$ cat src/rtl/sprite_pkg.sv
// Shared types and constants for the sprite compositor: palette index defaults
// and the channel index assignments used by the sprite generators.
package sprite_pkg;

  localparam int DEFAULT_PIX_W = 5;
  localparam logic [DEFAULT_PIX_W-1:0] DEFAULT_TRANSPARENT = '0;

  typedef logic [DEFAULT_PIX_W-1:0] pix_t;

  localparam int CH_PLAYER = 0;
  localparam int CH_ENEMY  = 1;
  localparam int CH_BULLET = 2;
  localparam int CH_ITEM   = 3;

endpackage

$ cat src/rtl/sprite_compositor_frame_edge_counter.sv
// Detects the vs_n falling edge on pixel strobes and counts completed frames.
module frame_edge_counter #(
  parameter int FC_W = 7
) (
  input  logic            Clk,
  input  logic            Reset,
  input  logic            pix_en,
  input  logic            vs_n,
  output logic            frame_edge,
  output logic [FC_W-1:0] frame_count
);

  logic vs_prev;

  // The history only advances on strobes, so gaps between strobes never fake an edge.
  assign frame_edge = pix_en & ~vs_n & vs_prev;

  always_ff @(posedge Clk) begin
    if (Reset) begin
      vs_prev     <= 1'b1;
      frame_count <= '0;
    end else if (pix_en) begin
      vs_prev <= vs_n;
      if (frame_edge) frame_count <= frame_count + FC_W'(1);
    end
  end

endmodule

$ cat src/rtl/sprite_compositor.sv
// Two-stage sprite compositor: fixed-priority channel merge over the background,
// transparency key, frame-counter blink and per-frame player collision flags.
module sprite_compositor
  import sprite_pkg::*;
#(
  parameter int NUM_CH    = 4,
  parameter int PIX_W     = DEFAULT_PIX_W,
  parameter logic [PIX_W-1:0] TRANSPARENT = DEFAULT_TRANSPARENT,
  parameter int BLINK_BIT = 3,
  parameter int FC_W      = 7
) (
  input  logic                    Clk,
  input  logic                    Reset,
  input  logic                    pix_en,
  input  logic                    blank_n,
  input  logic                    vs_n,
  input  logic [NUM_CH-1:0]       ch_on,
  input  logic [NUM_CH*PIX_W-1:0] ch_pixel,
  input  logic [NUM_CH-1:0]       ch_blink,
  input  logic [PIX_W-1:0]        bg_pixel,
  output logic [PIX_W-1:0]        pixel_out,
  output logic                    pixel_valid,
  output logic [NUM_CH-1:0]       collide,
  output logic [FC_W-1:0]         frame_count
);

  // Flow control: pix_en is a one-cycle strobe with no back-pressure; every
  // register below moves exactly once per strobe and holds otherwise.

  logic                    frame_edge;
  logic [NUM_CH-1:0]       opaque;
  logic [NUM_CH-1:0]       s1_opaque;
  logic [NUM_CH*PIX_W-1:0] s1_pix;
  logic [PIX_W-1:0]        s1_bg;
  logic                    s1_blank_n;
  logic [PIX_W-1:0]        mux_pix;
  logic [NUM_CH-1:1]       hits;
  logic [NUM_CH-1:1]       acc;

  frame_edge_counter #(.FC_W(FC_W)) u_frame_edge_counter (
    .Clk         (Clk),
    .Reset       (Reset),
    .pix_en      (pix_en),
    .vs_n        (vs_n),
    .frame_edge  (frame_edge),
    .frame_count (frame_count)
  );

  always_comb begin
    opaque = '0;
    for (int i = 0; i < NUM_CH; i++) begin
      opaque[i] = ch_on[i] & (ch_pixel[i*PIX_W +: PIX_W] != TRANSPARENT)
                  & ~(ch_blink[i] & frame_count[BLINK_BIT]);
    end
  end

  // Scanning from the top down lets the lowest-numbered opaque channel win.
  always_comb begin
    mux_pix = s1_bg;
    for (int i = NUM_CH-1; i >= 0; i--) begin
      if (s1_opaque[i]) mux_pix = s1_pix[i*PIX_W +: PIX_W];
    end
  end

  assign hits = s1_opaque[NUM_CH-1:1] & {(NUM_CH-1){s1_opaque[CH_PLAYER] & s1_blank_n}};

  always_ff @(posedge Clk) begin
    if (Reset) begin
      s1_opaque   <= '0;
      s1_pix      <= '0;
      s1_bg       <= '0;
      s1_blank_n  <= 1'b0;
      pixel_out   <= '0;
      pixel_valid <= 1'b0;
      acc         <= '0;
      collide     <= '0;
    end else if (pix_en) begin
      s1_opaque   <= opaque;
      s1_pix      <= ch_pixel;
      s1_bg       <= bg_pixel;
      s1_blank_n  <= blank_n;
      pixel_out   <= s1_blank_n ? mux_pix : '0;
      pixel_valid <= s1_blank_n;
      // Hits retiring on the edge beat still belong to the frame that is ending.
      if (frame_edge) begin
        collide <= {acc | hits, 1'b0};
        acc     <= '0;
      end else begin
        acc <= acc | hits;
      end
    end
  end

endmodule

$ cat config.mk
export PLATFORM = sky130hd
export DESIGN_NAME = sprite_compositor
export DESIGN_NICKNAME = d
export VERILOG_FILES = /design/src/rtl/sprite_pkg.sv /design/src/rtl/sprite_compositor_frame_edge_counter.sv /design/src/rtl/sprite_compositor.sv
export SDC_FILE = /design/constraint.sdc
export NUM_CORES = 1
export LEC_CHECK = 0
export BUFFER_PORTS_ARGS = -buffer_cell sky130_fd_sc_hd__buf_2
export CORE_MARGIN = 3
export CORE_UTILIZATION = 52
export DETAILED_ROUTE_END_ITERATION = 12
export PLACE_DENSITY = 0.78
export SKIP_CTS_REPAIR_TIMING = 1
export SLEW_MARGIN = 5
export SYNTH_ARGS = -nofsm -noshare
export SYNTH_HDL_FRONTEND = slang
export SYNTH_SLANG_ARGS = --single-unit
$ cat constraint.sdc
create_clock -name Clk -period 1.32 [get_ports Clk]
set_input_delay 0.066 -clock Clk [delete_from_list [all_inputs] [get_ports Clk]]
set_output_delay 0.066 -clock Clk [all_outputs]
set_load 0.005 [all_outputs]
Word level (Yosys, flattened, before mapping). Index checks and enable logic that the tools add are counted.

Flip-flop bits (word level): 50. Input bits: 38. Output and inout port bits: 17.

Add/sub/neg operators: 1. Mux-type cells: 6. Bitwise gates (word level): 22. Reduce and logical (&&, ||, !) cells: 5.

Operator list (number): 5-bit 2-to-1 mux (5); 5-bit nonzero test (4); 1-bit AND (15); 7-bit by 1-bit adder with 7-bit output, second input constant (1); 1-bit inverter (5); 3-bit AND (1); 3-bit 2-to-1 mux (1); 3-bit OR (1); 2-bit AND reduction (1).

Depth between registers and ports, before layout. Gate-level depths: netlist of run 1.

Depth after elaboration: 5. Depth in mapped cells: 6.

By module. Synthesis of run 1 repeated with hierarchy kept, for this count alone.

Cell total of the unflattened synthesis: 238. Area total of the unflattened synthesis: 2180.8 µm².

Modules (own cells, without submodules): sprite_compositor (instances 1, cells each 200, area an instance 1818.0 µm²); frame_edge_counter (instances 1, cells each 38, area an instance 362.8 µm²).

Least setup slack after synthesis of run 1. OpenSTA, ideal clock, no wires.

Path type: register to register. Start: register u_frame_edge_counter.frame_count[0]. End: register u_frame_edge_counter.frame_count[6]. Setup time: 128 ps. Arrival: 1037 ps. Path slack: 156 ps. Cell stages (with the launch flop): 6. Path buffers: 0. Period minus slack after synthesis: 1164 ps. Cells stage by stage: dfxtp_1 > ha_1 > nand2_1 > nor3_1 > xnor2_1 > nor2_1.

Longest elaborated chain between the ends: 1.

Ends and longest elaborated chain: from (decl) (line sprite_compositor_frame_edge_counter.sv:10) `output logic [FC_W-1:0] frame_count`; from (signal assigned) (line sprite_compositor_frame_edge_counter.sv:24) `if (frame_edge) frame_count <= frame_count + FC_W'(1);`; 7-bit by 1-bit adder with 7-bit output (line sprite_compositor_frame_edge_counter.sv:24).

No other way between the ends. A chain may end at the register's enable or synchronous reset.

Final worst setup path of run 1.
Start: register u_frame_edge_counter.vs_prev. End: register u_frame_edge_counter.frame_count[3].

Longest elaborated chain between the ends: 2.

Ends and longest elaborated chain: from (decl) (line sprite_compositor_frame_edge_counter.sv:13) `logic vs_prev;`; from (signal assigned) (line sprite_compositor_frame_edge_counter.sv:23) `vs_prev <= vs_n;`; 1-bit AND (line sprite_compositor_frame_edge_counter.sv:16) `assign frame_edge = pix_en & ~vs_n & vs_prev;`; 2-bit AND reduction (no source line).

No other way between the ends.

==> results of run 1 <==
-- power groups by stage --
| stage | combinational (W) | sequential [W] | clock (W) |
|---|---|---|---|
| 3_5_place_dp | 0.000333 | 0.00167 | 0 |
| 5_1_grt | 0.000377 | 0.00165 | 0.000906 |
| 6_report | 0.000333 | 0.00164 | 0.000825 |
| 2_1_floorplan | 0.000226 | 0.00165 | 0 |
| 4_1_cts | 0.000334 | 0.00164 | 0.000836 |
| 3_3_place_gp | 0.000322 | 0.00167 | 0 |
-- through the flow --
stage	hold slack [ns]	power, W
after floorplan	0.188	0.00187
after global placement	0.298	0.00199
after detailed placement	0.313	0.00201
after CTS	0.000134	0.00281
after global routing	0.0129	0.00293
final	0.00485	0.00280
-- cells in the mapped netlist, drive strengths merged --
master   number  share of area
a211o         1         0.0040
a21oi        29          0.067
a311oi        3          0.012
nand3         1         0.0023
conb          1         0.0017
o2111ai       4          0.016
dfxtp        50           0.46
clkbuf        8          0.014
nand2        10          0.017
or4           4          0.014
and3          1         0.0029
a21o          5          0.017
ha            1         0.0057
nand4         2          0.013
nand2b        5          0.014
and2b         1         0.0034
xnor2         3          0.012
mux2i        26           0.12
nor3          8          0.018
inv          10          0.017
nor2         35          0.060
nor2b         5          0.014
and3b         1         0.0040
xor2          3          0.012
mux2          5          0.026
o211ai        5          0.017
nand3b        1         0.0052
buf          10          0.032
-- cell families (layout without fill, tap and decap cells) --
logic type                 Yosys count  count (layout)  share of synthesized area
AOI/OAI and AO/OA                   47              47                      0.133
adders and majority gates            1               1                    0.00574
other                                1               1                    0.00172
muxes                               31              31                      0.145
DFF                                 50              50                      0.459
buffers and inverters               28              81                     0.0625
and+or+nand+nor                     74              74                      0.169
xor gates and xnor gates             6               6                     0.0241
-- worst paths after layout --
kind | startpoint | to | slack, ns | cells past startpoint
worst max-delay path | u_frame_edge_counter.vs_prev | u_frame_edge_counter.frame_count[3] | 0.13 | 4
worst min register to register | pixel_valid | pixel_valid | 0.47 | 2
worst min-delay path | blank_n | s1_blank_n | 0.005 | 3
worst max register to register | u_frame_edge_counter.vs_prev | u_frame_edge_counter.frame_count[3] | 0.13 | 4
-- metal layers --
layer  wire [um]  up-vias
li1            -      919
met1        2140      839
met2        2420       57
met3         302        9
met4          81        0
met5           0        -
-- final cells by class --
cell class | count | area, sq um
multi-input combinational | 160 | 1050
clock buffer | 7 | 76.3
timing repair buffer | 64 | 360
tap | 48 | 60.1
inverter | 10 | 37.5
sequential | 50 | 1000
fill | 321 | 1270
-- registers in the layout (all words and copies together), names as in the netlist --
register	cells
pixel_out	5
u_frame_edge_counter.frame_count	7
s1_opaque	4
s1_pix	20
s1_bg	5
u_frame_edge_counter.vs_prev	1
pixel_valid	1
collide	3
s1_blank_n	1
acc	3
-- tightest hold or removal path: stages --
cell,delay (ns)
buf_2,0.08
mux2i_1,0.05
nor2_1,0.07
==> results.toml, run 1 <==
[yosys]
synth_nets = 277
netlist_area_sq_um = 2180
syn_inst = 238
ys_ff_latch = 50
ys_warn_count = 0
yosysUniqueCellTypes = 31
avgSynthCellArea_sq_um = 9.16
ys_seq_area_frac = 0.459

[final_layout]
synthToLayoutAreaGrowth_pct = 18.6
num-nets-final = 330
layout_common_cells = "buf_2 (53), dfxtp_1 (48), nor2_1 (35)"
final_area_sq_um = 2590
fin_util = 0.671
drive_gt1_frac = 0.275
layout.cells.non_filler = 339
antennaDiodeCount = 0
final_common_cell = "buf_2"

[global_route]
grt-busiest-layer = "met2"
antenna_found_initial = 0
met2_usage = 0.332
grt_pass1_wl_mm = 8.18
grtUsageMet1 = 0.261
grt_pass1_vias = 1749
met3_usage = 0.0582
track_usage = 0.204
grt_max_degree = 51
overflow = 0

[worst_setup_path]
crit_path_cell_trace = "and3b_1, nand4_1, xor2_1, nor2_1"
cp_slowest_stage_delay_ns = 0.36
crit_type = "reg2reg"
crit_required_ns = 1.51
critical_path.max_fanout = 6
critPathCaptureType = "flop"
cp.arrival_ns = 1.38
crit_buf_inv = 0
slowest_stage = "dfxtp_1"
startpoint_type = "flop"
critical_path.top_delay_family = "simple AND/OR/NAND/NOR gates"

[sta]
finalMaxSlewViolations = 0
layout_setup_ws_ns = 0.126
rsz0062_at_grt = "false"
min_period_ns = 1.19
hold_violations = 0
finalSetupViolations = 0
fin_skew_ns = 0.00387
setup-tns-final_ns = 0
fmax_mhz = 838
period_share = 0.904

[clock_network]
cts_buffers = 5
clk_latency_ns = 0.30
clockBufferDepth = 2
cts_sinks = 50
cts_htree_levels = 2
path_clk_slew_ns = 0.08
cts_tree = "yes"
cts-root-buf = "clkbuf_8"

[floorplan]
num_io_pins = 55
die-area_sq_um = 5010
die_h_um = 70.8
die_w_um = 70.8
row_count = 22
core-area_sq_um = 3850
start_util = 0.566

[placement]
pre_cts_ws_ns = 0.0422
gp_congestion = 0.781
io_buffers = 53
post-place-cells = 332
dp_hpwl_mm = 3.61
dpl-instance-area_sq_um = 2500

[power_and_ir_drop]
combPwrFrac = 0.119
peakVddDrop_mv = 0.929
p_leak_nw = 1.20
sequentialPowerShare = 0.586
power_density_nw_per_um2 = 1080
swShare = 0.245
p_int_w = 0.00211
p_sw_w = 0.000687
p_clk_frac = 0.295

[detailed_routing]
drt-total-wl_mm = 4.94
drtIter0Drc = 129
avgRoutedWirePerCell_um = 14.6
drtAntennaViolNets = 0
vias_per_cell = 5.38
firstDrtPassIters = 4
drc = 0
vias = 1824

[outcome]
status = "finished clean"

[run]
maxCapViolCount = 0

[hold_path]
hold_class = "in2reg"
(Power assumes the default switching activity.)
==> inputs of run 2 (changes only) <==
--- a/config.mk
+++ b/config.mk
@@ -6,6 +6,7 @@
 export NUM_CORES = 1
 export LEC_CHECK = 0
 export BUFFER_PORTS_ARGS = -buffer_cell sky130_fd_sc_hd__buf_2
+export CAP_MARGIN = 0
 export CORE_MARGIN = 3
 export CORE_UTILIZATION = 52
 export DETAILED_ROUTE_END_ITERATION = 12
==> constraint.sdc (replaced) <==
create_clock -name Clk -period 1.2 [get_ports Clk]
set_input_delay 0.06 -clock Clk [delete_from_list [all_inputs] [get_ports Clk]]
set_output_delay 0.06 -clock Clk [all_outputs]
set_load 0.005 [all_outputs]
==> results.toml, run 2 (synthesized netlist as in run 1, its figures left out) <==
[outcome]
status = "finished with violations"
violations = "hold timing"

[power_and_ir_drop]
sequentialPowerShare = 0.569
swShare = 0.242
p_leak_nw = 1.23
p_sw_w = 0.000765
combPwrFrac = 0.118
power_density_nw_per_um2 = 1200
p_int_w = 0.00240
p_clk_frac = 0.313
finalPower_w = 0.00316
peakVddDrop_mv = 0.855

[final_layout]
largest_registers = "s1_pix (20), u_frame_edge_counter.frame_count (7)"
final_area_sq_um = 2640
final_common_cell = "buf_2"
synthToLayoutAreaGrowth_pct = 20.8
fillers = 326
largest_register_ffs = 20
regMostFlops = "s1_pix"
antennaDiodeCount = 0
fin_util = 0.684
drive_gt1_frac = 0.287
num-nets-final = 334
layout_common_cells = "buf_2 (53), dfxtp_1 (48), nor2_1 (35)"

[worst_setup_path]
cp.arrival_ns = 1.33
crit_path_cell_trace = "a21o_1, a21oi_1, a21oi_1"
critPathCaptureType = "flop"
cp_slowest_stage_delay_ns = 0.62
crit_buf_inv = 0
crit_required_ns = 1.43
startpoint_type = "flop"
crit_top_cell = "a21oi_1"
slowest_stage = "dfxtp_1"
crit_type = "reg2reg"
critical_path.max_fanout = 13
critical_path.top_delay_family = "flip-flops"

[floorplan]
row_count = 22
core-area_sq_um = 3850
die_w_um = 70.8
num_io_pins = 55
die_h_um = 70.8
start_util = 0.566
die-area_sq_um = 5010

[detailed_routing]
avgRoutedWirePerCell_um = 13.4
drc = 0
drt-total-wl_mm = 4.62
vias_per_cell = 5.21
wl_met2_mm = 2.09
firstDrtPassIters = 4
m1WireLength_mm = 2.27
drtIter0Drc = 81
dr_wl_met3_um = 209
drtAntennaViolNets = 0
top_layer = "met4"
vias = 1793

[placement]
pre_cts_ws_ns = -0.00253
dp_hpwl_mm = 3.41
dpl-instance-area_sq_um = 2520
io_buffers = 53
gp_congestion = 0.802

[global_route]
antenna_found_initial = 0
grt_max_degree = 51
grt_pass1_wl_mm = 7.88
track_usage = 0.194
grt_pass1_vias = 1749
overflow = 0

[sta]
min_period_ns = 1.10
rsz0062_at_grt = "false"
finalMaxSlewViolations = 0
holdWs_ns = -0.00376
fmax_mhz = 907
fin_skew_ns = 0.00715
finalSetupViolations = 0
hold_violations = 1
period_share = 0.919
layout_setup_ws_ns = 0.0970

[clock_network]
cts_tree = "yes"
cts_buffers = 5
cts_htree_levels = 2
clk_latency_ns = 0.30
cts-root-buf = "clkbuf_8"
path_clk_slew_ns = 0.08
cts_sinks = 50
clockBufferDepth = 2

[run]
maxCapViolCount = 0

[hold_path]
hold_class = "in2reg"
==> run 2: changes by cell type in the layout (fill, tap and decap cells not counted) <==
| cell | previous run | this run |
|---|---|---|
| buf_4 | 10 | 13 |
| a21oi_1 | 28 | 29 |
| a21oi_2 | 1 | 0 |
| and3b_1 | 1 | 0 |
| and3b_2 | 0 | 1 |
| clkbuf_1 | 2 | 1 |
| clkbuf_8 | 5 | 6 |
| clkinv_2 | 0 | 1 |
| dlygate4sd3_1 | 0 | 1 |
| nand2_1 | 9 | 10 |
| nand2_2 | 1 | 0 |
| nor3_1 | 8 | 7 |
| nor3_2 | 0 | 1 |
==> run 2: path summary, 6_finish.rpt <==
kind         depth (start not counted)            to         start  slack (ns)
max                                  3  pixel_out[0]  s1_opaque[1]         0.1
min                                  3      s1_bg[3]   bg_pixel[3]      -0.004
max reg2reg                          3  pixel_out[0]  s1_opaque[1]         0.1
min reg2reg                          2   pixel_valid   pixel_valid        0.47
==> run 2: tightest hold or removal path, cell delays in order <==
cell     delay, ns
buf_2         0.08
mux2i_1       0.05
nor2_1        0.07
==> run 2: per-stage QoR <==
stage               hold WS [ns]   TNS, ns  instances
finish                  -0.00376         0        344
CTS                     -0.00474  -0.00171        343
global placement           0.294         0        335
global route             0.00264         0        344
detailed placement         0.307  -0.00253        335
floorplan                  0.182         0        238
==> run 2: final cells by class <==
cell class / count / area (sq um) / area share
flip-flops and latches: 50 / 1000 / 0.381
well taps: 48 / 60.1 / 0.0228
inverters: 10 / 37.5 / 0.0142
repair buffers: 68 / 393 / 0.149
clock buffers: 7 / 86.3 / 0.0328
multi-input cells: 160 / 1050 / 0.398
clock inverters: 1 / 5.00 / 0.00190
==> run 2: power by group through the flow <==
stage | registers, W | logic, W | clock network, W
floorplan | 0.00181 | 0.000248 | 0
global placement | 0.00183 | 0.000363 | 0
detailed placement | 0.00184 | 0.000370 | 0
CTS | 0.00180 | 0.000371 | 0.00101
global route | 0.00181 | 0.000420 | 0.00107
finish | 0.00180 | 0.000372 | 0.000989
==> run 2: metal layers <==
layer  GRT usage  vias up
met2       0.306       35
met1       0.264      826
met3      0.0440        4
met5           0        -
li1            -      928
met4      0.0626        0
==> inputs of run 3 (changes only) <==
==> constraint.sdc (replaced) <==
create_clock -name Clk -period 1.2 [get_ports Clk]
set_input_delay 0.12 -clock Clk [delete_from_list [all_inputs] [get_ports Clk]]
set_output_delay 0.12 -clock Clk [all_outputs]
set_load 0.005 [all_outputs]
==> results.toml, run 3 (synthesized netlist as in run 1, its figures left out) <==
[outcome]
status = "finished clean"

[worst_setup_path]
crit_required_ns = 1.40
startpoint_type = "flop"
crit_path_cell_trace = "nand3b_2, nor3_2, xnor2_1, nor2_1"
critical_path.max_fanout = 6
slowest_stage = "dfxtp_1"
regToRegEndpoint = "u_frame_edge_counter.frame_count[5]"
crit_type = "reg2reg"
r2r_start = "u_frame_edge_counter.vs_prev"
ff2ff_setup_slack_ns = 0.06
critPathCaptureType = "flop"
cp.arrival_ns = 1.34
cp_slowest_stage_delay_ns = 0.37
ff2ff_path_depth = 4

[power_and_ir_drop]
swShare = 0.243
p_leak_nw = 1.23
power_density_nw_per_um2 = 1190
p_int_w = 0.00238
p_clk_frac = 0.306
sequentialPowerShare = 0.573
peakVddDrop_mv = 0.870
p_sw_w = 0.000762
combPwrFrac = 0.121

[global_route]
grtUsageMet1 = 0.277
met3_usage = 0.0582
overflow = 0
met2_usage = 0.302
grt-busiest-layer = "met2"
track_usage = 0.202
grt_max_degree = 51
antenna_found_initial = 0
grt_pass1_vias = 1744
grt_pass1_wl_mm = 8.09

[run]
maxCapViolCount = 0

[final_layout]
final_common_cell = "buf_2"
synthToLayoutAreaGrowth_pct = 21.1
seqCellArea_sq_um = 1000
antennaDiodeCount = 0
layout.cells.non_filler = 342
largest_register_ffs = 20
num-nets-final = 334
fillers = 329
drive_gt1_frac = 0.293
layout_common_cells = "buf_2 (53), dfxtp_1 (48), nor2_1 (35)"
largest_registers = "s1_pix (20), u_frame_edge_counter.frame_count (7)"
regMostFlops = "s1_pix"
multi_input_area_sq_um = 1050

[sta]
finalSetupViolations = 0
setup-tns-final_ns = 0
period_share = 0.953
rsz0062_at_grt = "false"
hold_violations = 0
fmax_mhz = 875
fin_skew_ns = 0.00494
min_period_ns = 1.14
finalMaxSlewViolations = 0

[placement]
gp_congestion = 0.794
post-place-cells = 336
io_buffers = 53
dp_hpwl_mm = 3.52

[floorplan]
die-area_sq_um = 5010
die_h_um = 70.8
row_count = 22
start_util = 0.566
die_w_um = 70.8
core-area_sq_um = 3850
num_io_pins = 55

[detailed_routing]
vias = 1811
drtIter0Drc = 180
avgRoutedWirePerCell_um = 14.2
firstDrtPassIters = 4
drc = 0
drtAntennaViolNets = 0
vias_per_cell = 5.30
drt-total-wl_mm = 4.86

[hold_path]
hold_class = "in2reg"
min-delay-start = "bg_pixel[2]"
hold_depth = 3
hold-path-endpoint = "s1_bg[2]"

[clock_network]
cts_tree = "yes"
cts_sinks = 50
clockBufferDepth = 2
path_clk_slew_ns = 0.08
clk_latency_ns = 0.31
cts_buffers = 5
cts-root-buf = "clkbuf_8"
cts_htree_levels = 2
## run 3: cell types whose count changed in the layout (fill, tap and decap cells not counted)
cell	delta
dlygate4sd3_1	-1
buf_12	+1
nor3_1	-1
nor3_2	+1
clkinv_2	-1
clkbuf_1	-1
## run 3: metrics by stage
step | instance area (sq um) | util | hold slack (ns) | worst slack (ns) | power [W]
6_report | 2640 | 0.685 | 0.0457 | 0.0565 | 0.00314
5_1_grt | 2640 | 0.685 | 0.0422 | 0.00551 | 0.00329
4_1_cts | 2630 | 0.682 | 0.0425 | -0.0360 | 0.00316
3_5_place_dp | 2540 | 0.660 | 0.363 | 0.00168 | 0.00222
3_3_place_gp | 2540 | 0.660 | 0.352 | 0.0260 | 0.00221
2_1_floorplan | 2180 | - | 0.242 | 0.0357 | 0.00206
## run 3: power by group through the flow
stage               registers, W  clock network (W)  logic, W
finish                   0.00180           0.000962  0.000380
global route             0.00181            0.00105  0.000427
CTS                      0.00180           0.000980  0.000381
detailed placement       0.00184                  0  0.000378
global placement         0.00184                  0  0.000371
floorplan                0.00181                  0  0.000248
## run 3: layout make-up
class / count / share of cell area
clock buffers: 6 / 0.0313
inverters: 10 / 0.0142
multi-input cells: 160 / 0.399
flip-flops and latches: 50 / 0.380
well taps: 48 / 0.0227
repair buffers: 68 / 0.153
## run 3: worst max-delay path by stage
stage | start | to | slack (ns) | cells past startpoint
after CTS | s1_opaque[3] | pixel_out[3] | -0.04 | 3
after global placement | s1_opaque[3] | pixel_out[3] | 0.03 | 3
after detailed placement | s1_opaque[3] | pixel_out[3] | 0.002 | 3
final | u_frame_edge_counter.vs_prev | u_frame_edge_counter.frame_count[5] | 0.06 | 4
after floorplan | u_frame_edge_counter.frame_count[0] | u_frame_edge_counter.frame_count[6] | 0.04 | 5
after global routing | u_frame_edge_counter.vs_prev | collide[3] | 0.006 | 4
## run 3: routing by layer
| layer | vias to the layer above | part of all wire | wire [um] |
|---|---|---|---|
| met5 | - | 0 | 0 |
| met4 | 0 | 0.024 | 115 |
| met3 | 11 | 0.060 | 293 |
| met2 | 53 | 0.45 | 2200 |
| met1 | 821 | 0.46 | 2250 |
| li1 | 926 | - | - |
## run 3: critical path, delay by kind of cell, from the launching register on
kind                      cells  cell delay [ns]
and+or+nand+nor               3             0.52
xor gates and xnor gates      1             0.16
DFF                           1             0.37
